==> config.mk <==
export PLATFORM = sky130hd
export DESIGN_NAME = mem_arbiter_flat
export DESIGN_NICKNAME = d
export VERILOG_FILES = /design/src/rtl/mem_arbiter_if.sv /design/src/rtl/mem_arbiter.sv /design/src/flat_wrapper.sv
export SDC_FILE = /design/constraint.sdc
export NUM_CORES = 1
export LEC_CHECK = 0
export ABC_AREA = 0
export CAP_MARGIN = 20
export CORE_UTILIZATION = 30
export DETAILED_ROUTE_END_ITERATION = 12
export PLACE_DENSITY = 0.62
export SLEW_MARGIN = 10
export SYNTH_ARGS = -nofsm -noshare
export SYNTH_HDL_FRONTEND = slang
export SYNTH_SLANG_ARGS = --single-unit
==> constraint.sdc <==
create_clock -name clk -period 1.61 [get_ports clk]
set_input_delay 0.322 -clock clk [delete_from_list [all_inputs] [get_ports clk]]
set_output_delay 0.322 -clock clk [all_outputs]
set_load 0.005 [all_outputs]
==> src/rtl/mem_arbiter_if.sv <==
// ---- mem_arbiter_if : requester/memory handshake bundle for mem_arbiter -- rev 1.0 ----
`default_nettype none

interface mem_arbiter_if #(
  parameter int ADDR_W = 32,
  parameter int DATA_W = 32
);
  logic                  if_req;
  logic [ADDR_W-1:0]     if_addr;
  logic                  if_ack;
  logic [DATA_W-1:0]     if_rdata;

  logic                  ls_req;
  logic                  ls_we;
  logic [ADDR_W-1:0]     ls_addr;
  logic [DATA_W-1:0]     ls_wdata;
  logic [DATA_W/8-1:0]   ls_be;
  logic                  ls_ack;
  logic [DATA_W-1:0]     ls_rdata;

  logic                  mem_req;
  logic                  mem_we;
  logic [ADDR_W-1:0]     mem_addr;
  logic [DATA_W-1:0]     mem_wdata;
  logic [DATA_W/8-1:0]   mem_be;
  logic                  mem_ready;
  logic [DATA_W-1:0]     mem_rdata;

  logic                  busy;

  modport master (
    input  if_req, if_addr,
    input  ls_req, ls_we, ls_addr, ls_wdata, ls_be,
    input  mem_ready, mem_rdata,
    output if_ack, if_rdata, ls_ack, ls_rdata,
    output mem_req, mem_we, mem_addr, mem_wdata, mem_be,
    output busy
  );

  modport slave (
    output if_req, if_addr,
    output ls_req, ls_we, ls_addr, ls_wdata, ls_be,
    output mem_ready, mem_rdata,
    input  if_ack, if_rdata, ls_ack, ls_rdata,
    input  mem_req, mem_we, mem_addr, mem_wdata, mem_be,
    input  busy
  );
endinterface

`default_nettype wire

==> src/rtl/mem_arbiter.sv <==
// ---- mem_arbiter : fetch / load-store arbiter onto one memory port -- rev 1.0 ----
// ---- optional fetch anti-starvation guard: MEM_ARB_STARVE_GUARD_EN ----
`default_nettype none

module mem_arbiter #(
  parameter int ADDR_W     = 32,
  parameter int DATA_W     = 32,
  parameter int STARVE_MAX = 4
) (
  input  wire logic      clk,
  input  wire logic      reset,
  mem_arbiter_if.master  bus
);

  typedef enum logic [2:0] {
    S_IDLE    = 3'd0,
    S_BUS_IF  = 3'd1,
    S_BUS_LS  = 3'd2,
    S_RESP_IF = 3'd3,
    S_RESP_LS = 3'd4
  } state_t;

  state_t                r_state;
  logic                  r_mem_req;
  logic                  r_mem_we;
  logic [ADDR_W-1:0]     r_mem_addr;
  logic [DATA_W-1:0]     r_mem_wdata;
  logic [DATA_W/8-1:0]   r_mem_be;
  logic                  r_if_ack;
  logic                  r_ls_ack;
  logic [DATA_W-1:0]     r_if_rdata;
  logic [DATA_W-1:0]     r_ls_rdata;
  logic                  r_busy;

  logic                  w_grant_if;
  logic                  w_grant_ls;

`ifdef MEM_ARB_STARVE_GUARD_EN
  localparam logic [3:0] c_STARVE_MAX = 4'(STARVE_MAX);
  logic [3:0]            r_starve;

  // Counter only moves on grants, so it never exceeds STARVE_MAX.
  assign w_grant_if = bus.if_req && (!bus.ls_req || (r_starve == c_STARVE_MAX));

  always_ff @(posedge clk) begin
    if (reset) begin
      r_starve <= 4'd0;
    end else if (r_state == S_IDLE) begin
      if (w_grant_if)
        r_starve <= 4'd0;
      else if (w_grant_ls)
        r_starve <= bus.if_req ? (r_starve + 4'd1) : 4'd0;
    end
  end
`else
  assign w_grant_if = bus.if_req && !bus.ls_req;
`endif

  assign w_grant_ls = bus.ls_req && !w_grant_if;

  always_ff @(posedge clk) begin
    if (reset) begin
      r_state     <= S_IDLE;
      r_mem_req   <= 1'b0;
      r_mem_we    <= 1'b0;
      r_mem_addr  <= '0;
      r_mem_wdata <= '0;
      r_mem_be    <= '0;
      r_if_ack    <= 1'b0;
      r_ls_ack    <= 1'b0;
      r_if_rdata  <= '0;
      r_ls_rdata  <= '0;
      r_busy      <= 1'b0;
    end else begin
      r_if_ack <= 1'b0;
      r_ls_ack <= 1'b0;
      case (r_state)
        S_IDLE: begin
          if (w_grant_ls) begin
            r_state     <= S_BUS_LS;
            r_mem_req   <= 1'b1;
            r_mem_we    <= bus.ls_we;
            r_mem_addr  <= bus.ls_addr;
            r_mem_wdata <= bus.ls_wdata;
            r_mem_be    <= bus.ls_be;
            r_busy      <= 1'b1;
          end else if (w_grant_if) begin
            r_state     <= S_BUS_IF;
            r_mem_req   <= 1'b1;
            r_mem_we    <= 1'b0;
            r_mem_addr  <= bus.if_addr;
            r_mem_wdata <= '0;
            r_mem_be    <= '1;
            r_busy      <= 1'b1;
          end
        end
        S_BUS_IF: begin
          if (bus.mem_ready) begin
            r_state    <= S_RESP_IF;
            r_mem_req  <= 1'b0;
            r_if_rdata <= bus.mem_rdata;
            r_if_ack   <= 1'b1;
          end
        end
        S_BUS_LS: begin
          if (bus.mem_ready) begin
            r_state    <= S_RESP_LS;
            r_mem_req  <= 1'b0;
            r_ls_rdata <= bus.mem_rdata;
            r_ls_ack   <= 1'b1;
          end
        end
        S_RESP_IF, S_RESP_LS: begin
          r_state <= S_IDLE;
          r_busy  <= 1'b0;
        end
        default: begin
          r_state   <= S_IDLE;
          r_mem_req <= 1'b0;
          r_busy    <= 1'b0;
        end
      endcase
    end
  end

  assign bus.mem_req   = r_mem_req;
  assign bus.mem_we    = r_mem_we;
  assign bus.mem_addr  = r_mem_addr;
  assign bus.mem_wdata = r_mem_wdata;
  assign bus.mem_be    = r_mem_be;
  assign bus.if_ack    = r_if_ack;
  assign bus.if_rdata  = r_if_rdata;
  assign bus.ls_ack    = r_ls_ack;
  assign bus.ls_rdata  = r_ls_rdata;
  assign bus.busy      = r_busy;

endmodule

`default_nettype wire
==> src/flat_wrapper.sv <==
// flat-port wrapper written by rule: the top's interface ports become plain ports
module mem_arbiter_flat 
#(
  parameter int ADDR_W     = 32,
  parameter int DATA_W     = 32,
  parameter int STARVE_MAX = 4
)
  (clk, reset, bus_if_req, bus_if_addr, bus_ls_req, bus_ls_we, bus_ls_addr, bus_ls_wdata, bus_ls_be, bus_mem_ready, bus_mem_rdata, bus_if_ack, bus_if_rdata, bus_ls_ack, bus_ls_rdata, bus_mem_req, bus_mem_we, bus_mem_addr, bus_mem_wdata, bus_mem_be, bus_busy);
  mem_arbiter_if #(.ADDR_W(ADDR_W), .DATA_W(DATA_W)) bus_i ();
  input  wire logic clk;
  input  wire logic reset;
  input wire logic [$bits(bus_i.if_req)-1:0] bus_if_req;
  input wire logic [$bits(bus_i.if_addr)-1:0] bus_if_addr;
  input wire logic [$bits(bus_i.ls_req)-1:0] bus_ls_req;
  input wire logic [$bits(bus_i.ls_we)-1:0] bus_ls_we;
  input wire logic [$bits(bus_i.ls_addr)-1:0] bus_ls_addr;
  input wire logic [$bits(bus_i.ls_wdata)-1:0] bus_ls_wdata;
  input wire logic [$bits(bus_i.ls_be)-1:0] bus_ls_be;
  input wire logic [$bits(bus_i.mem_ready)-1:0] bus_mem_ready;
  input wire logic [$bits(bus_i.mem_rdata)-1:0] bus_mem_rdata;
  output wire logic [$bits(bus_i.if_ack)-1:0] bus_if_ack;
  output wire logic [$bits(bus_i.if_rdata)-1:0] bus_if_rdata;
  output wire logic [$bits(bus_i.ls_ack)-1:0] bus_ls_ack;
  output wire logic [$bits(bus_i.ls_rdata)-1:0] bus_ls_rdata;
  output wire logic [$bits(bus_i.mem_req)-1:0] bus_mem_req;
  output wire logic [$bits(bus_i.mem_we)-1:0] bus_mem_we;
  output wire logic [$bits(bus_i.mem_addr)-1:0] bus_mem_addr;
  output wire logic [$bits(bus_i.mem_wdata)-1:0] bus_mem_wdata;
  output wire logic [$bits(bus_i.mem_be)-1:0] bus_mem_be;
  output wire logic [$bits(bus_i.busy)-1:0] bus_busy;
  assign bus_i.if_req = bus_if_req;
  assign bus_i.if_addr = bus_if_addr;
  assign bus_i.ls_req = bus_ls_req;
  assign bus_i.ls_we = bus_ls_we;
  assign bus_i.ls_addr = bus_ls_addr;
  assign bus_i.ls_wdata = bus_ls_wdata;
  assign bus_i.ls_be = bus_ls_be;
  assign bus_i.mem_ready = bus_mem_ready;
  assign bus_i.mem_rdata = bus_mem_rdata;
  assign bus_if_ack = bus_i.if_ack;
  assign bus_if_rdata = bus_i.if_rdata;
  assign bus_ls_ack = bus_i.ls_ack;
  assign bus_ls_rdata = bus_i.ls_rdata;
  assign bus_mem_req = bus_i.mem_req;
  assign bus_mem_we = bus_i.mem_we;
  assign bus_mem_addr = bus_i.mem_addr;
  assign bus_mem_wdata = bus_i.mem_wdata;
  assign bus_mem_be = bus_i.mem_be;
  assign bus_busy = bus_i.busy;
  mem_arbiter #(.ADDR_W(ADDR_W), .DATA_W(DATA_W), .STARVE_MAX(STARVE_MAX)) u_core (.clk(clk), .reset(reset), .bus(bus_i));
endmodule
==> results of run 1 <==
metrics by stage:
stage	TNS, ns	total power [W]	hold slack, ns	utilization [%]
final	0	0.00959	0.348	52.7
after global routing	0	0.0100	0.352	52.7
after CTS	0	0.00976	0.334	51.6
after detailed placement	-17.42	0.00575	0.446	48.3
after global placement	-15.67	0.00574	0.440	48.3
after floorplan	0	0.00469	0.453	-
final timing paths:
path | start | to | cells after the start
worst max-delay path | u_core.bus.mem_wdata[7] | bus_mem_wdata[7] | 1
worst min-delay path | reset | u_core.bus.mem_wdata[10] | 2
worst max register to register | u_core.r_state[2] | u_core.bus.mem_addr[30] | 5
worst min register to register | u_core.bus.ls_rdata[30] | u_core.bus.ls_rdata[30] | 2
layer usage:
layer	track usage [%]	share of wire, %	up-vias
li1	-	-	2529
met1	20.6	42	2274
met2	30.1	50	155
met3	5.80	6.9	20
met4	6.43	1.8	0
met5	0	0	-
placed cells by master (no fill, tap or decap), drive strengths merged, types with 5 or more instances in the layout:
cell / count
a211oi: 32
a21oi: 69
a22oi: 33
buf: 29
clkbuf: 19
clkdlybuf4s50: 160
clkinv: 5
dfxtp: 140
dlygate4sd2: 35
dlymetal6s2s: 77
inv: 5
mux2i: 32
nand2: 132
nor2: 74
state kept, by name (all words and copies together), names as in the netlist, 3 cells and up:
register	count
u_core.r_state	3
u_core.bus.mem_addr	32
u_core.bus.ls_rdata	32
u_core.bus.mem_be	4
u_core.bus.if_rdata	32
u_core.bus.mem_wdata	32
cells by family after synthesis:
group / share of synthesized area (%)
compound gates: 19.1
buf+inv: 6.05
flops: 52.5
mux: 6.00
simple gates: 16.3
cell type report:
cell class                      count  area (sq um)  area share [%]
Sequential cell                   140          2810            30.7
Multi-Input combinational cell    392          2230            24.4
Inverter                            2          7.51          0.0820
Timing Repair Buffer              301          3210            35.1
Clock inverter                     13           164            1.79
Clock buffer                       19           443            4.84
Tap cell                          225           282            3.08
power groups by stage:
| stage | registers [W] | logic, W | clock network, W |
|---|---|---|---|
| global route | 0.00387 | 0.00189 | 0.00428 |
| global placement | 0.00391 | 0.00182 | 0 |
| CTS | 0.00384 | 0.00178 | 0.00413 |
| detailed placement | 0.00392 | 0.00183 | 0 |
| floorplan | 0.00393 | 0.000754 | 0 |
| finish | 0.00384 | 0.00173 | 0.00403 |
repair_timing:
item	CTS	global route
cloned	0	0
setup endpoints to repair	36	84
gates resized for setup	36	85
worst reg2reg max path, cell delays in order (launching register included):
cell and delay (ns):
dfxtp_1 0.34, nor3_4 0.25, nor2b_4 0.26, buf_12 0.23, nor2_1 0.08, a211oi_1 0.21
==> flow_summary.yaml, run 1 <==
sta:
  period_needed_ns: 1.57
  slew_viol_final: 0
  hold_viol_final: 0
  rsz0062_at_grt: "no"
  tightestPinTransition_ns: 0.455
  finalClockSkew_ns: 0.00725
  max_freq_ghz: 0.635
  finalSetupViolCount: 0
  finalWorstSetupSlack_ns: 0.0351
  final.period_utilization_pct: 97.8
  slew_headroom_pct: 69.6
die:
  core_area_sq_um: 17400
  io_pins: 275
  rows: 48
  initial_core_util_pct: 30.8
  die_h_microns: 135
  die_area_sq_um: 18300
  die_x_microns: 135
placement:
  dp_hpwl_microns: 11200
  port_buffers: 274
  post-place-cells: 1060
  place.gp.congestion: 0.762
  postPlaceCellArea_sq_um: 8390
  post-place-ws_ns: -0.300
clocking:
  cts.htree.levels: 4
  cts_sinks: 140
  root_buffer: "clkbuf_16"
  numCtsBuffers: 17
  clk-insertion-delay-late_ns: 0.41
  tritoncts: "yes"
  cts_setup_buffers: 0
  cts_hold_buf: 0
  cts_max_path_buffers: 2
  clkTransAtPathRegs_ns: 0.06
routing:
  drcViolationCount: 0
  dr.pass1.iters: 5
  vias_per_cell: 4.56
  routed_wl_microns: 16200
  post_drt_wl_per_cell_microns: 14.8
  vias: 4978
  ant_nets: 0
  drt_iter0_markers: 208
critical_path:
  cp_top_family: "buffers and inverters"
  crit_chain: "clkdlybuf4s50_1"
  cp-start-kind: "register"
  cp-end-kind: "primary output"
  critPathMaxStageDelay_ns: 0.51
  worstPathMaxFanout: 2
  reg2reg_setup_slack_ns: 0.15
  critPathKind: "register to primary output"
  cp.required_ns: 1.29
  cpMaxStageDelayCell: "clkdlybuf4s50_1"
  cp.arrival_ns: 1.25
  path_buf_inv: 1
logic_synthesis:
  synth_most_common_cell: "dfxtp_1"
  synth-main-ff-cell: "dfxtp_1"
  yosys-top-cells-count: "dfxtp_1, nand2_1, nor2_1, a21oi_1, a22oi_1"
  synth_edf_count: 0
  seq_area_frac_synth_pct: 52.5
  syn_area_sq_um: 5340
  synth-seq-cells: 140
  synth_nets: 724
  synth_top_area_share_pct: 52.5
  yosysUniqueCellTypes: 31
  synthCells: 586
  async_flop_share_pct: 0
  synth_area_leaders: "dfxtp_1, nand2_1, a21oi_1"
  synth_top_area_cell: "dfxtp_1"
  yosys_warnings: 0
  syn_area_per_cell_sq_um: 9.11
hold_path:
  hold_class: "primary input to register"
power_and_ir_drop:
  pwr-share-clk_pct: 42.0
  combPwrFrac_pct: 18.0
  p_leak_nw: 4.76
  power_frac_seq_pct: 40.0
  ir_worst_vdd_uv: 690
  switching_share_pct: 25.2
  p_sw_w: 0.00241
  cellPowerDensity_nw_per_um2: 1050
  power.internal_w: 0.00718
cells_and_area:
  syn_to_final_growth_pct: 71.4
  final_cell_area_sq_um: 9150
  final_cell_count_no_fill: 1092
  drive_above_1_share_pct: 11.6
  antenna_cells: 0
  fillerInstances: 1629
  layout.nets: 992
global_route:
  overflow: 0
  grt_util_all_layers_pct: 17.7
  grt_pass1_vias: 4828
  grt_start_max_net_pins: 40
  antenna_found_initial: 0
  grt_first_pass_wirelength_microns: 25200
run_status:
  outcome: "finished clean"
flow_run:
  cap_violations: 0
Power figures use the tool's default switching activity.
==> inputs of run 2 (changes only) <==
Settings changed: CTS_CLUSTER_DIAMETER from default to 120, CTS_CLUSTER_SIZE from default to 40, GPL_TIMING_DRIVEN from default to 0.
==> run 2 against run 1 <==
Cell area up 0.59%. Worst setup slack better by 0.0054 ns. Hold slack better by 0.10 ns. Global-route usage up 1.1 points. Largest power group unchanged.
==> flow_summary.yaml, run 2 (synthesis gave the netlist of run 1 again) <==
placement:
  dp_hpwl_microns: 12800
  port_buffers: 273
  place.gp.congestion: 0.754
critical_path:
  worstPathMaxFanout: 2
  path_buf_inv: 1
  crit_chain: "clkdlybuf4s50_1"
  critPathMaxStageDelay_ns: 0.51
  cp_top_family: "buffers and inverters"
  critPathKind: "register to primary output"
  cp.arrival_ns: 1.25
  cp.required_ns: 1.29
  cpMaxStageDelayCell: "clkdlybuf4s50_1"
  cp-start-kind: "register"
  cp-end-kind: "primary output"
die:
  core_area_sq_um: 17400
  io_pins: 275
  die_x_microns: 135
  initial_core_util_pct: 30.8
  rows: 48
  die_area_sq_um: 18300
  die_h_microns: 135
power_and_ir_drop:
  p_sw_w: 0.00241
  power.internal_w: 0.00738
  combPwrFrac_pct: 17.7
  p_leak_nw: 4.93
  switching_share_pct: 24.6
  ir_worst_vdd_uv: 708
  cellPowerDensity_nw_per_um2: 1060
  power_frac_seq_pct: 39.2
  pwr-share-clk_pct: 43.1
global_route:
  overflow: 0
  use_met2_pct: 30.1
  grt_use_met1_pct: 23.0
  gr-usage-met3_pct: 7.22
  busiest_layer: "met2"
  grt_start_max_net_pins: 17
  grt_pass1_vias: 4818
  antenna_found_initial: 0
  grt_first_pass_wirelength_microns: 26200
  grt_util_all_layers_pct: 18.8
sta:
  finalSetupViolCount: 0
  slew_viol_final: 0
  hold_ws_ns: 0.448
  final.period_utilization_pct: 97.5
  period_needed_ns: 1.57
  slew_headroom_pct: 49.5
  fin_setup_tns_ns: 0
  hold_viol_final: 0
  rsz0062_at_grt: "yes"
  tightestPinTransition_ns: 0.758
  max_freq_ghz: 0.637
  finalClockSkew_ns: 0.0118
routing:
  ant_nets: 0
  post_drt_wl_per_cell_microns: 15.7
  dr.pass1.iters: 4
  routed_wl_microns: 17500
  drcViolationCount: 0
  vias_per_cell: 4.61
  drt_iter0_markers: 238
  vias: 5151
cells_and_area:
  fillerInstances: 1627
  utilization_pct: 53.0
  drive_above_1_share_pct: 11.9
  syn_to_final_growth_pct: 72.4
  final_cell_mix: "clkdlybuf4s50_1, dfxtp_1, nand2_1, dlymetal6s2s_1, nor2_1"
  antenna_cells: 0
  seq_area_sq_um: 2810
  multi_input_area_sq_um: 2230
  final_common_cell: "clkdlybuf4s50_1"
  layout.nets: 1018
flow_run:
  cap_violations: 0
clocking:
  cts_max_path_buffers: 2
  root_buffer: "clkbuf_16"
  tritoncts: "yes"
  cts.htree.levels: 4
  cts_sinks: 140
  clkTransAtPathRegs_ns: 0.06
  numCtsBuffers: 17
  clk-insertion-delay-late_ns: 0.42
run_status:
  outcome: "finished clean"
hold_path:
  hold_class: "register to register"
==> run 2: cell types whose count changed in the layout (fill, tap and decap cells not counted), moves of 10 or more <==
cell,change
buf_2,+11
dlygate4sd2_1,+12
buf_6,+13
buf_12,-10
clkdlybuf4s50_1,-16
clkbuf_1,+16
==> run 2: power by group through the flow <==
stage	Combinational (W)	Sequential, W	Clock [W]
floorplan	0.000754	0.00393	0
global placement	0.00182	0.00391	0
detailed placement	0.00182	0.00391	0
CTS	0.00177	0.00384	0.00430
global route	0.00188	0.00386	0.00447
finish	0.00173	0.00384	0.00422
==> run 2: final timing paths <==
path,start,endpoint,cells past startpoint,slack [ns]
setup / recovery,u_core.bus.mem_wdata[22],bus_mem_wdata[22],1,0.04
hold / removal,u_core.bus.ls_rdata[30],u_core.bus.ls_rdata[30],2,0.45
setup reg to reg,u_core.r_state[2],u_core.bus.if_rdata[26],6,0.07
hold reg to reg,u_core.bus.ls_rdata[30],u_core.bus.ls_rdata[30],2,0.45
==> run 2: layer usage <==
| layer | wire, microns | vias to the layer above |
|---|---|---|
| li1 | - | 2589 |
| met1 | 7560 | 2379 |
| met2 | 8390 | 169 |
| met3 | 1370 | 14 |
| met4 | 223 | 0 |
| met5 | 0 | - |
==> run 2: cell type report <==
class	count	area share, %
multi-input combinational	392	24.2
clock inverter	9	1.75
clock buffer	22	5.15
sequential	140	30.5
tap	225	3.06
timing repair buffer	275	31.4
inverter	2	0.0815
buffer	52	3.79
==> run 2: timing repair <==
item / 4_1_cts / 5_1_grt
pin swaps: 0 / 1
setup endpoints to repair: 107 / 208
resized for setup: 49 / 107
setup buffers: 0 / 2
hold buffers: 0 / 0
==> run 2: stage by stage <==
step | worst slack, ns | total power (W) | cell area (sq um) | cells
2_1_floorplan | 0.162 | 0.00469 | 5340 | 586
3_3_place_gp | -0.461 | 0.00573 | 8350 | 1084
3_5_place_dp | -0.471 | 0.00574 | 8350 | 1084
4_1_cts | -0.0379 | 0.00991 | 8940 | 1115
5_1_grt | -0.0348 | 0.0102 | 9210 | 1117
6_report | 0.0406 | 0.00979 | 9210 | 1117
